$ cat src/rtl/dac_wave_gen_pkg.sv
// Shared encodings and waveform shaping for the dac_wave_gen slice.
package dac_wave_gen_pkg;

  typedef enum logic [1:0] {
    ST_IDLE = 2'b00,
    ST_RUN  = 2'b01,
    ST_PEND = 2'b10
  } state_t;

  typedef enum logic [1:0] {
    WAVE_SAW  = 2'b00,
    WAVE_TRI  = 2'b01,
    WAVE_SQR  = 2'b10,
    WAVE_SINE = 2'b11
  } wave_t;

  localparam logic [7:0] MIDSCALE = 8'h80;

  // Sine code arrives precomputed so the shaper stays free of table logic.
  function automatic logic [7:0] wave_shape(input wave_t sel, input logic [7:0] p,
                                            input logic [7:0] sine);
    logic [7:0] result;
    case (sel)
      WAVE_SAW: result = p;
      WAVE_TRI: result = p[7] ? ~{p[6:0], 1'b0} : {p[6:0], 1'b0};
      WAVE_SQR: result = p[7] ? 8'h00 : 8'hFF;
      default:  result = sine;
    endcase
    return result;
  endfunction

endpackage

$ cat src/rtl/dac_sine_rom.sv
// Combinational 8-bit sine lookup built from a 64-entry quarter-wave table.
module dac_sine_rom
  import dac_wave_gen_pkg::*;
(
  input  logic [7:0] phase,
  output logic [7:0] sine
);

  localparam logic [7:0] QUARTER [64] = '{
    8'd128, 8'd131, 8'd134, 8'd137, 8'd140, 8'd143, 8'd146, 8'd149,
    8'd152, 8'd155, 8'd158, 8'd162, 8'd165, 8'd167, 8'd170, 8'd173,
    8'd176, 8'd179, 8'd182, 8'd185, 8'd188, 8'd190, 8'd193, 8'd196,
    8'd198, 8'd201, 8'd203, 8'd206, 8'd208, 8'd211, 8'd213, 8'd215,
    8'd218, 8'd220, 8'd222, 8'd224, 8'd226, 8'd228, 8'd230, 8'd232,
    8'd234, 8'd235, 8'd237, 8'd238, 8'd240, 8'd241, 8'd243, 8'd244,
    8'd245, 8'd246, 8'd248, 8'd249, 8'd250, 8'd250, 8'd251, 8'd252,
    8'd253, 8'd253, 8'd254, 8'd254, 8'd254, 8'd255, 8'd255, 8'd255
  };

  logic [5:0] idx;
  logic [5:0] mirror;

  assign idx    = phase[5:0];
  assign mirror = 6'd0 - idx;

  // Quadrant starts (0x40, 0x80, 0xC0) fall outside the table; 0x80 keeps round-half-up.
  always_comb begin
    sine = QUARTER[idx];
    case (phase[7:6])
      2'd0: sine = QUARTER[idx];
      2'd1: sine = (idx == 6'd0) ? 8'hFF : QUARTER[mirror];
      2'd2: sine = (idx == 6'd0) ? MIDSCALE : ~QUARTER[idx];
      default: sine = (idx == 6'd0) ? 8'h00 : ~QUARTER[mirror];
    endcase
  end

endmodule

$ cat src/rtl/dac_wave_gen.sv
// Waveform sample generator feeding a TLC5620 serializer over a valid/ready handshake.
// Define DAC_WAVE_SINE_EN to build the sine table; otherwise wave_sel=11 gives midscale.
module dac_wave_gen
  import dac_wave_gen_pkg::*;
(
  input  logic        sys_clk,
  input  logic        sys_rst_n,
  input  logic        enable,
  input  logic [1:0]  wave_sel,
  input  logic [15:0] step,
  input  logic [15:0] rate_div,
  input  logic [1:0]  dac_chan,
  input  logic        dac_rng,
  output logic        smp_valid,
  input  logic        smp_ready,
  output logic [7:0]  smp_data,
  output logic [1:0]  smp_addr,
  output logic        smp_rng,
  output logic        ovf_sticky,
  output logic [7:0]  led
);

  state_t      state, next_state;
  logic [15:0] tick_cnt, rate_q, phase;
  logic        tick, transfer;
  logic        load_sample, drop_sample, clear_valid, go_idle;
  logic [7:0]  sine_val, wave_val;

  assign tick     = (tick_cnt == rate_q);
  assign transfer = smp_valid & smp_ready;

`ifdef DAC_WAVE_SINE_EN
  dac_sine_rom u_sine_rom (
    .phase (phase[15:8]),
    .sine  (sine_val)
  );
`else
  assign sine_val = MIDSCALE;
`endif

  assign wave_val = wave_shape(wave_t'(wave_sel), phase[15:8], sine_val);

  always_ff @(posedge sys_clk or negedge sys_rst_n) begin
    if (!sys_rst_n) state <= ST_IDLE;
    else            state <= next_state;
  end

  always_comb begin
    next_state = state;
    case (state)
      ST_IDLE: if (enable) next_state = ST_RUN;
      ST_RUN: begin
        if (!enable)   next_state = ST_IDLE;
        else if (tick) next_state = ST_PEND;
      end
      ST_PEND: begin
        if (transfer) begin
          if (!enable)    next_state = ST_IDLE;
          else if (!tick) next_state = ST_RUN;
        end
      end
      default: next_state = ST_IDLE;
    endcase
  end

  // A tick while a sample is still unaccepted is a drop, unless the handshake frees the slot.
  always_comb begin
    load_sample = 1'b0;
    drop_sample = 1'b0;
    clear_valid = 1'b0;
    go_idle     = (next_state == ST_IDLE);
    case (state)
      ST_RUN: load_sample = enable & tick;
      ST_PEND: begin
        if (transfer) begin
          load_sample = enable & tick;
          clear_valid = ~(enable & tick);
        end else begin
          drop_sample = tick;
        end
      end
      default: ;
    endcase
  end

  always_ff @(posedge sys_clk or negedge sys_rst_n) begin
    if (!sys_rst_n) begin
      tick_cnt   <= '0;
      rate_q     <= '0;
      phase      <= '0;
      ovf_sticky <= 1'b0;
      led        <= '0;
      smp_valid  <= 1'b0;
      smp_data   <= '0;
      smp_addr   <= '0;
      smp_rng    <= 1'b0;
    end else begin
      if (go_idle || state == ST_IDLE) begin
        tick_cnt <= '0;
        rate_q   <= rate_div;
        phase    <= '0;
      end else begin
        if (tick) begin
          tick_cnt <= '0;
          rate_q   <= rate_div;
        end else begin
          tick_cnt <= tick_cnt + 16'd1;
        end
        if (load_sample || drop_sample) phase <= phase + step;
      end

      if (go_idle)          ovf_sticky <= 1'b0;
      else if (drop_sample) ovf_sticky <= 1'b1;

      if (transfer) led <= smp_data;

      if (load_sample) begin
        smp_valid <= 1'b1;
        smp_data  <= wave_val;
        smp_addr  <= dac_chan;
        smp_rng   <= dac_rng;
      end else if (clear_valid || go_idle) begin
        smp_valid <= 1'b0;
      end
    end
  end

endmodule
$ cat config.mk
export PLATFORM = sky130hd
export DESIGN_NAME = dac_wave_gen
export DESIGN_NICKNAME = d
export VERILOG_FILES = /design/src/rtl/dac_wave_gen_pkg.sv /design/src/rtl/dac_sine_rom.sv /design/src/rtl/dac_wave_gen.sv
export SDC_FILE = /design/constraint.sdc
export NUM_CORES = 1
export LEC_CHECK = 0
export CAP_MARGIN = 20
export CORE_UTILIZATION = 43
export CTS_CLUSTER_DIAMETER = 150
export DETAILED_ROUTE_END_ITERATION = 10
export PLACE_DENSITY = 0.66
export SYNTH_ARGS = -nofsm -noshare
export SYNTH_HDL_FRONTEND = slang
export SYNTH_SLANG_ARGS = --single-unit
$ cat constraint.sdc
create_clock -name sys_clk -period 7.9 [get_ports sys_clk]
set_input_delay 0.79 -clock sys_clk [delete_from_list [all_inputs] [get_ports sys_clk]]
set_output_delay 0.79 -clock sys_clk [all_outputs]
set_load 0.05 [all_outputs]
* Word-level counts from Yosys, hierarchy flattened
Index checks and enable logic that the tools add are counted.
** Cells by class
- Add/sub/neg operators :: 2
- Equality and inequality tests :: 5
- Multiplexer cells :: 26
- Bitwise logic cells :: 4
- Reductions and logical operators :: 10
** Operator list (number)
- $mux 16 :: 6
- $pmux 8 s3 :: 1
- $add 16x1->16 const B :: 1
- $add 16x16->16 :: 1
- $eq 16x16->1 :: 1
- $mux 8 :: 2
- $mux 2 :: 6
- $mux 1 :: 9
- $not 8->8 :: 1
- $reduce_bool 2->1 :: 4
- $logic_not 2->1 :: 3
- $pmux 2 s3 :: 1
- $eq 2x1->1 const B :: 2
- $eq 2x2->1 const B :: 2
- $logic_or 1x1->1 :: 3
- $and 1x1->1 :: 2
- $pmux 1 s2 :: 1
- $not 1->1 :: 1
** Word-level totals
- Register bits :: 71
- Input port bits :: 41
- Output and inout bits :: 21
- Word-level logic and storage cells :: 57

* Depth between registers and ports, before layout
- Depth in word-level cells :: 9
- Gate-level depth with buffers :: 13
- Gate-level depth less buffers :: 10

* Worst setup path after synthesis
Ideal clock, no wire load.
- Path type :: input -> register
- Start point :: input port step[0]
- End point :: register phase[14]
- Setup time :: 132 ps
- Data arrival time :: 3165 ps
- Required time :: 7768 ps
- Slack :: 4603 ps
- Stages on the path :: 10
- Path buffers :: 0
- Cell sequence :: ha_1 -> fa_1 -> a21o_1 -> a2111oi_1 -> o22ai_1 -> o41ai_1 -> o21ai_0 -> xor2_1 -> mux2i_1 -> nor2_1
** On the way
- Cells in the longest elaborated chain, start to end :: 3
** Ends and longest elaborated chain
- start: declaration :: line dac_wave_gen.sv:10 : input logic [15:0] step,
- $add 16x16->16 :: line dac_wave_gen.sv:109 : if (load_sample || drop_sample) phase <= phase + step;
- $mux 16 :: line dac_wave_gen.sv:109
- $mux 16 :: line dac_wave_gen.sv:98 : if (go_idle || state == ST_IDLE) begin
- end signal: assignment :: line dac_wave_gen.sv:109
- end: declaration :: line dac_wave_gen.sv:24 : logic [15:0] tick_cnt, rate_q, phase;
Every way passes these cells. The select of a mux whose other input is x is not followed.
A chain may end at the register's enable or synchronous reset.

* Final worst setup path
Ends and elaborated chain as after synthesis.

==> flow_metrics.tcl <==
set metrics [dict create \
    route.detailed.drc 0 \
    critPathKind "input port to register" \
    synth.most_common_cell "dfrtp_1" \
    vias_per_cell 5.30 \
    drive_gt1_share_pct 11.4 \
    clock-sinks 71 \
    finalCritPeriodShare_pct 46.6 \
    io_buffers 61 \
    p_per_area_nw_per_um2 196 \
    report.final.slew_viol_count 0 \
    maxCapViolations 0 \
    synthMuxAreaShare_pct 10.3 \
    syn2layout_area_growth_pct 22.7 \
    io_pins 62 \
    reg2reg_depth 9 \
    run_status "finished clean" \
    antenna_found_initial 0 \
    ys_types 48 \
    vdd.ir_drop.worst_v 0.000133 \
    ys_seq_area_share_pct 44.1 \
    clk_pin_slew_ps 80 \
    first_global_vias 2965 \
    synth_top_family_by_area "simple AND/OR/NAND/NOR gates" \
    yosysTopAreaCellShare_pct 44.1 \
    cts-root-buf "clkbuf_8" \
    htreeDepth 3 \
    worst-r2r-setup-slack_ps 4630 \
    hold_class "register to register" \
    synth_compound_area_share_pct 12.4 \
    netlist_area_um2 4030 \
    worstSkewPairLatency_ps 350 \
    yosys-top-cells-area "dfrtp_1 (44%), ha_1 (6.2%), xnor2_1 (5.7%)" \
    crit_required_ps 8110 \
    gr-total-overflow 0 \
    cts_tree "done" \
    grt_use_total_pct 17.8 \
    dieArea_um2 9750 \
    grt_max_degree 72 \
    avgRoutedWirePerCell_um 13.6 \
    detailedRoute.firstPassIterationCount 4 \
    ys.flop_type "dfrtp_1" \
    place_hpwl_um 5590 \
    cts-resized-gates 0 \
    routabilityCongestion 0.865 \
    post-route-util_pct 55.6 \
    nets 522 \
    synthCells 398 \
    vias 3039 \
    fp.dieW_um 98.8 \
    cts_buffers 9 \
    postCtsSetupBuffers 0 \
    maxSlewHeadroom_pct 40.8 \
    clock_skew_ps 9.59 \
    synth-xor-area-share_pct 9.14 \
    start_util_pct 45.3 \
    grt_pass1_wl_um 13800 \
    p_leak_nw 2.18 \
    tightest_slew_ps 887 \
    yosysWarningCount 0 \
    syn_avg_cell_area_um2 10.1 \
    fp-row-count 34 \
    diodes 0 \
    drt_iter0_markers 98 \
    rsz0062_at_grt "false" \
    synth_edf_count 0 \
    synth_seq_cells 71 \
    totalWireLength_um 7800 \
    setup_slack_ps 4220 \
    finalHoldViolCount 0 \
    synth_fa_ha_area_share_pct 6.71 \
    yosysTopAreaCell "dfrtp_1" \
    cts_hold_buffers 0 \
    core_area_um2 8890 \
    synth_commonest_cells "dfrtp_1 (71), nor2_1 (59), a21oi_1 (33), nand2_1 (27), xnor2_1 (26)" \
    setup_viol 0 \
    clock_path_buffers 2 \
    cp-end-kind "register" \
    critPathLaunchType "input port" \
    die_y_um 98.8 \
    fin_crit_ps 3680 \
    worst-path-max-fanout 3 \
    synth_nets 460 \
    timing.fmax_mhz 272 \
    dp_slack_ps 3850 \
    ant_nets 0 \
    setup-tns-final_ps 0 \
    hold-path-cell-count 1 \
    crit_arrival_ps 3890 \
    yosys.area_share.simple_pct 14.9 \
    synth-async-reset-ratio_pct 100 \
]
==> registers in the layout, indices dropped and copies added, names as in the netlist <==
register    cells
phase          16
rate_q         16
tick_cnt       16
led             8
smp_data        8
smp_addr        2
state           2
ovf_sticky      1
smp_rng         1
smp_valid       1
==> through the flow <==
stage	power, mW	hold WS (ps)	std cells	instance area (um2)
global placement	0.651	487	557	4720
CTS	0.983	510	573	4940
detailed placement	0.655	492	557	4720
global route	1.02	530	573	4940
finish	0.968	504	573	4940
floorplan	0.603	484	398	4030
==> placed cells by master, fill, tap and decap left out, types with 3 or more instances in the layout <==
| cell type | instances |
|---|---|
| o21bai_1 | 3 |
| nand3_1 | 13 |
| nor3_1 | 4 |
| nand4_1 | 5 |
| clkbuf_8 | 9 |
| buf_4 | 3 |
| mux2i_1 | 6 |
| nand2_1 | 27 |
| xnor2_1 | 26 |
| mux2_2 | 14 |
| nor2b_1 | 3 |
| ha_1 | 20 |
| clkdlybuf4s50_1 | 60 |
| a211oi_1 | 4 |
| xor2_1 | 16 |
| dfrtp_1 | 71 |
| and3_1 | 8 |
| o21ai_0 | 14 |
| mux2_4 | 13 |
| inv_1 | 8 |
| nor2_1 | 59 |
| o22a_1 | 6 |
| a21oi_1 | 33 |
==> path summary, 6_finish.rpt <==
kind | start | endpoint
setup / recovery | step[0] | phase[14]
hold / removal | smp_addr[1] | smp_addr[1]
setup reg to reg | tick_cnt[5] | rate_q[0]
hold reg to reg | smp_addr[1] | smp_addr[1]
max in group asynchronous | sys_rst_n | tick_cnt[12]
min in group asynchronous | sys_rst_n | phase[7]
==> worst max-delay path, stage by stage <==
cell and delay (ps):
clkdlybuf4s50_1 400, ha_1 260, fa_1 420, a21o_1 190, a2111oi_1 610, o22ai_1 230, o41ai_1 440, o21ai_0 190
xor2_1 160, mux2i_1 130, nor2_1 50
==> final cells by class <==
| cell class | instances | area (um2) |
|---|---|---|
| fillers | 778 | 3950 |
| multi-input cells | 305 | 2150 |
| flip-flops and latches | 71 | 1780 |
| repair buffers | 64 | 628 |
| well taps | 108 | 135 |
| clock buffers | 9 | 124 |
| clock inverters | 7 | 96.3 |
| inverters | 9 | 33.8 |
==> power by group <==
| part | internal [mW] | switching [mW] |
|---|---|---|
| Clock | 0.179 | 0.143 |
| Sequential | 0.396 | 0.0295 |
| Combinational | 0.114 | 0.106 |
==> routing by layer <==
metal	global-route usage (%)	part of all wire (%)
met1	24.1	49
met2	28.1	46
met4	6.20	1.7
met3	3.83	3.5
met5	0	0
==> logic make-up after synthesis <==
family          count (synthesis)
simple gates                  130
buf+inv                        22
mux                            33
xor+xnor                       42
compound gates                 79
fa+ha+maj                      21
flops                          71
Note: power is estimated with default switching activity, not from simulation.
